## config.mk

```make
export PLATFORM = sky130hd
export DESIGN_NAME = fetch_stage
export DESIGN_NICKNAME = d
export VERILOG_FILES = /design/src/rtl/fetch_stage_pkg.sv /design/src/rtl/fetch_stage_fd_latch.sv /design/src/rtl/fetch_stage.sv
export SDC_FILE = /design/constraint.sdc
export NUM_CORES = 1
export LEC_CHECK = 0
export BUFFER_PORTS_ARGS = -buffer_cell sky130_fd_sc_hd__buf_4
export CAP_MARGIN = 30
export CORE_MARGIN = 2
export CORE_UTILIZATION = 39
export CTS_CLUSTER_DIAMETER = 80
export DETAILED_ROUTE_END_ITERATION = 8
export SLEW_MARGIN = 20
export SYNTH_ARGS = -nofsm -noshare
export SYNTH_HDL_FRONTEND = slang
export SYNTH_SLANG_ARGS = --single-unit
```

## constraint.sdc

```tcl
create_clock -name clock -period 7.35 [get_ports clock]
set_input_delay 0.735 -clock clock [delete_from_list [all_inputs] [get_ports clock]]
set_output_delay 0.735 -clock clock [all_outputs]
set_load 0.005 [all_outputs]
```

## src/rtl/fetch_stage_pkg.sv

```systemverilog
// Shared definitions for the fetch stage: opcode constants, the NOP word,
// the F/D latch payload type and a predecode helper.
package fetch_stage_pkg;

  localparam logic [4:0] OP_J   = 5'b00001;
  localparam logic [4:0] OP_BNE = 5'b00010;
  localparam logic [4:0] OP_JAL = 5'b00011;
  localparam logic [4:0] OP_JR  = 5'b00100;
  localparam logic [4:0] OP_BLT = 5'b00110;
  localparam logic [4:0] OP_BEX = 5'b10110;

  // add r0,r0,r0
  localparam logic [31:0] NOP = 32'h0000_0000;

  // Contents of the F/D pipeline latch.
  typedef struct packed {
    logic [31:0] instr;
    logic [31:0] pc_updated;
    logic        valid;
    logic        predicted;
  } fd_t;

  // A flushed F/D slot: NOP, no link address, not valid, not predicted.
  localparam fd_t FD_BUBBLE = '{instr: NOP, pc_updated: 32'd0, valid: 1'b0, predicted: 1'b0};

  // True for the unconditional direct jumps whose target sits in the word itself.
  function automatic logic is_direct_jump(input logic [31:0] word);
    return (word[31:27] == OP_J) || (word[31:27] == OP_JAL);
  endfunction

endpackage

```

## src/rtl/fetch_stage_fd_latch.sv

```systemverilog
// F/D pipeline latch: holds when disabled, loads a bubble when flushed.
module fd_latch
  import fetch_stage_pkg::*;
(
  input  logic clock,
  input  logic reset,
  input  logic en,
  input  logic flush,
  input  fd_t  d,
  output fd_t  q
);

  // Latch register: async clear, enable-gated load of either the fetched word or a bubble.
  // NOTE: sequential state uses non-blocking assignments so every register samples pre-edge values.
  always_ff @(posedge clock or posedge reset) begin
    if (reset) begin
      q <= FD_BUBBLE;
    end else if (en) begin
      q <= flush ? FD_BUBBLE : d;
    end
  end

endmodule

```

## src/rtl/fetch_stage.sv

```systemverilog
// Fetch stage: PC register, next-PC selection, imem addressing, F/D latch and
// a saturating count of redirect bubbles.
// Optional feature macro: FETCH_PREDECODE_JUMP_EN (redirect j/jal in fetch).
module fetch_stage
  import fetch_stage_pkg::*;
#(
  parameter int          IMEM_AW  = 12,
  parameter logic [31:0] RESET_PC = 32'd0,
  parameter int          CNT_W    = 16
) (
  input  logic               clock,
  input  logic               reset,
  output logic [IMEM_AW-1:0] address_imem,
  input  logic [31:0]        q_imem,
  input  logic               stall,
  input  logic               dx_redirect,
  input  logic [31:0]        dx_target,
  input  logic               ex_redirect,
  input  logic [31:0]        ex_target,
  output logic [31:0]        Instruction,
  output logic [31:0]        PC_updated,
  output logic               fd_valid,
  output logic               fd_predicted,
  output logic [CNT_W-1:0]   flush_count
);

  logic [31:0]    pc;
  logic [31:0]    pc_plus1;
  logic [31:0]    pc_next;
  logic [31:0]    jump_target;
  logic           predict;
  logic [1:0]     flush_inc;
  logic [CNT_W:0] cnt_sum;
  logic           fd_en;
  logic           fd_flush;
  fd_t            fd_d;
  fd_t            fd_q;

  assign address_imem = pc[IMEM_AW-1:0];
  assign pc_plus1     = pc + 32'd1;
  assign jump_target  = {5'b00000, q_imem[26:0]};

`ifdef FETCH_PREDECODE_JUMP_EN
  assign predict = is_direct_jump(q_imem);
`else
  assign predict = 1'b0;
`endif

  // Next-PC priority: execute redirect, then stall, then decode redirect, then sequential/predecoded.
  // NOTE: every always_comb output gets a default first so no path can infer a latch.
  always_comb begin
    pc_next   = pc;
    flush_inc = 2'd0;
    if (ex_redirect) begin
      pc_next   = ex_target;
      flush_inc = 2'd2;
    end else if (stall) begin
      pc_next   = pc;
    end else if (dx_redirect) begin
      pc_next   = dx_target;
      flush_inc = 2'd1;
    end else begin
      pc_next   = predict ? jump_target : pc_plus1;
    end
  end

  // PC register.
  always_ff @(posedge clock or posedge reset) begin
    if (reset) begin
      pc <= RESET_PC;
    end else begin
      pc <= pc_next;
    end
  end

  // Bubble counter: add with a carry bit and clamp at all-ones on overflow.
  assign cnt_sum = {1'b0, flush_count} + {{(CNT_W-1){1'b0}}, flush_inc};

  always_ff @(posedge clock or posedge reset) begin
    if (reset) begin
      flush_count <= '0;
    end else if (cnt_sum[CNT_W]) begin
      flush_count <= '1;
    end else begin
      flush_count <= cnt_sum[CNT_W-1:0];
    end
  end

  // A late redirect beats a stall; a decode redirect under stall is dropped because the latch holds.
  assign fd_en    = ~stall | ex_redirect;
  assign fd_flush = ex_redirect | dx_redirect;
  assign fd_d     = '{instr: q_imem, pc_updated: pc_plus1, valid: 1'b1, predicted: predict};

  fd_latch u_fd_latch (
    .clock (clock),
    .reset (reset),
    .en    (fd_en),
    .flush (fd_flush),
    .d     (fd_d),
    .q     (fd_q)
  );

  assign Instruction  = fd_q.instr;
  assign PC_updated   = fd_q.pc_updated;
  assign fd_valid     = fd_q.valid;
  assign fd_predicted = fd_q.predicted;

endmodule

```

==> run summary <==
Post-CTS Setup Bufs -> 0
Seq/Total Area, Yosys -> 0.479
# clock sinks -> 113
Syn Nets -> 741
Hold Slack -> 0.443 ns
Synth Register Bits -> 113
CP peak stage delay -> 0.60 ns
Iter 0 DRT Violations -> 300
fin crit period -> 3.15 ns
outcome -> finished, final reports clean
Slowest cell on crit path -> nand4_1
Tcrit/Tclk final -> 0.428
Slew @ Worst Pin -> 0.760 ns
most frequent cells in the layout -> buf_4, dfrtp_1, nand2_1
die height -> 127 um
final wirelength -> 17,200 um
worst r2r dst -> flush_count[15]$_DFF_PP0_
CTS tree -> yes
Layout Utilization -> 0.549
Peak supply drop -> 0.164 mV
endpoint class of the critical path -> flip-flop
Hold Path Class -> primary input to asynchronous set/reset pin
wire per inst -> 17.2 um
Post-Syn Area -> 0.00590 mm2
RD Place Congestion -> 0.813
Fmax -> 318 MHz
CTS root buf -> clkbuf_16
commonest non-fill, non-tap cell in the layout -> buf_4
Final Hold Fails -> 0
area grow syn2layout -> 36.3%
GR peak layer -> met2
Cells after Synth -> 636
Fill cells -> 1,335
initial antenna violation count -> 0
CTS max path bufs -> 2
ys flop type -> dfrtp_1
Post-synth EDFFs -> 0
DRC viols -> 0
routed via count -> 5,413
gr ovfl total -> 0
worst-path cell chain -> buf_4 > nor3b_1 > ha_1 > inv_1 > fa_1 > nor2_1 > nand4_1 > nand2_1 > mux2_2
via density per instance -> 5.43
CTS Buf Count -> 17
Mapped Avg Cell Area -> 9.27 um2
die width -> 127 um
crit-path max FO -> 37
core area -> 0.0146 mm2
FF-to-FF Start -> flush_count[0]$_DFF_PP0_
Initial Utilization -> 0.403
DP Area -> 0.00736 mm2
share of cells above drive strength 1 -> 0.302
library cells used by synthesis -> 51
FF-to-FF setup slack -> 4.84 ns
total global-route track usage -> 0.217
Ys Warns -> 0
fin area -> 0.00804 mm2
CTS Hold Bufs -> 0
largest net degree at the start of global routing -> 73
Required @ worst endpoint -> 7.70 ns
pwr/cell area -> 250 mW/mm2
# IOs -> 195
Worst-Skew Late Latency -> 0.42 ns
number of port buffers -> 193
Arr. time, crit path -> 3.50 ns
met3 GRT Util -> 0.0771
DRT Pass-1 Iters -> 5
crit path to -> flush_count[15]$_DFF_PP0_
full die area -> 0.0161 mm2
CP Class -> primary input to flip-flop
diode count -> 0
Clk pin slew, worst setup/hold paths -> 0.06 ns
Leak Pwr -> 3.82 nW
r2r worst-path depth -> 7
kind of start point of the critical path -> primary input
CP startpoint -> dx_redirect
CTS H-Tree Depth -> 4
MaxCap Viol Count -> 0
# resized after CTS -> 0
number of global-route vias before repair -> 5,428
Final HPWL DP -> 12,000 um
Max Clock Skew -> 0.00690 ns
Post-synth ARST share -> 1.00
Rel. slew slack -> 0.493
Max Slew Vio Count -> 0
unrepaired setup endpoints after global routing -> false
GR Layer Usage met2 -> 0.351
setup violators final -> 0
routing usage on met1 -> 0.275
final antenna-violating net count -> 0
Final #Nets -> 904
setup_tns -> 0 ns
first-pass GRT wire length -> 27,700 um
FP Rows -> 44
## cell families (layout without fill, tap and decap cells)
kind of cell	after synthesis	count (layout)	share of synthesized area
simple gates	181	181	0.158
flops	113	113	0.479
compound gates	221	221	0.234
mux	1	1	0.00191
xor+xnor	39	39	0.0579
other cells	1	1	0.000636
fa+ha+maj	4	4	0.00976
buf+inv	76	252	0.0575
## power by group
part	total [W]	internal (W)	switching (W)
Sequential	0.000763	0.000684	0.0000790
Clock	0.000917	0.000619	0.000298
Combinational	0.000331	0.000175	0.000156
Total	0.00201	0.00148	0.000533
## how the worst min path moves through the flow
stage	start	end	slack [ns]	cells after the start
floorplan	u_fd_latch.q[4]$_DFFE_PP0P_	u_fd_latch.q[4]$_DFFE_PP0P_	0.47	2
global placement	u_fd_latch.q[4]$_DFFE_PP0P_	u_fd_latch.q[4]$_DFFE_PP0P_	0.46	2
global route	u_fd_latch.q[1]$_DFFE_PP0P_	u_fd_latch.q[1]$_DFFE_PP0P_	0.50	2
CTS	reset	u_fd_latch.q[35]$_DFFE_PP0P_	0.46	2
detailed placement	u_fd_latch.q[1]$_DFFE_PP0P_	u_fd_latch.q[1]$_DFFE_PP0P_	0.47	2
finish	reset	u_fd_latch.q[38]$_DFFE_PP0P_	0.44	2
## worst max-delay path: cells and delay by family
family | cells | cell delay, ns
buffers and inverters | 2 | 0.43
muxes | 1 | 0.17
adders and majority gates | 2 | 0.64
and+or+nand+nor | 4 | 1.51
## cells in the mapped netlist, drive strengths merged, types with 2 or more instances
| cell type | n | share of area |
|---|---|---|
| a31oi | 3 | 0.0032 |
| a22oi | 2 | 0.0025 |
| o32a | 2 | 0.0034 |
| a22o | 33 | 0.049 |
| o22a | 9 | 0.013 |
| dfrtp | 113 | 0.48 |
| nand2 | 76 | 0.048 |
| a21o | 2 | 0.0025 |
| and2 | 3 | 0.0032 |
| and4 | 7 | 0.011 |
| a21oi | 75 | 0.064 |
| nor3 | 11 | 0.011 |
| ha | 3 | 0.0064 |
| nand4 | 16 | 0.020 |
| nor2b | 2 | 0.0021 |
| buf | 21 | 0.022 |
| a211oi | 2 | 0.0025 |
| inv | 23 | 0.015 |
| nor4 | 5 | 0.010 |
| xnor2 | 27 | 0.040 |
| and3 | 8 | 0.0087 |
| o21a | 12 | 0.015 |
| xor2 | 12 | 0.018 |
| nand4b | 2 | 0.0030 |
| a2bb2oi | 13 | 0.019 |
| nand3 | 14 | 0.013 |
| nand2b | 2 | 0.0021 |
| nor2 | 30 | 0.019 |
| clkbuf | 32 | 0.020 |
| o21ai | 66 | 0.056 |
## final cells by class
class | instances | area (um2) | area share
Clock buffer | 19 | 453 | 0.0563
Clock inverter | 13 | 209 | 0.0260
Inverter | 23 | 88.8 | 0.0110
Multi-Input combinational cell | 447 | 2750 | 0.341
Sequential cell | 113 | 2830 | 0.352
Tap cell | 184 | 230 | 0.0286
Timing Repair Buffer | 197 | 1490 | 0.185
## layer usage
layer | share of wire | vias up
met5 | 0 | -
met4 | 0.013 | 0
met3 | 0.081 | 19
met2 | 0.48 | 183
met1 | 0.43 | 2625
li1 | - | 2586
## state kept, by name (all words and copies together) (netlist names)
| register | cells |
|---|---|
| u_fd_latch.q | 65 |
| pc | 32 |
| flush_count | 16 |
## metrics by stage
| stage | total power [W] | setup slack, ns | cells |
|---|---|---|---|
| 5_1_grt | 0.00211 | 4.03 | 996 |
| 3_5_place_dp | 0.00111 | 3.76 | 963 |
| 2_1_floorplan | 0.000945 | 3.63 | 636 |
| 4_1_cts | 0.00203 | 4.19 | 995 |
| 3_3_place_gp | 0.00110 | 3.97 | 963 |
| 6_report | 0.00201 | 4.20 | 996 |
No activity file was read; power rests on OpenSTA's default activity.
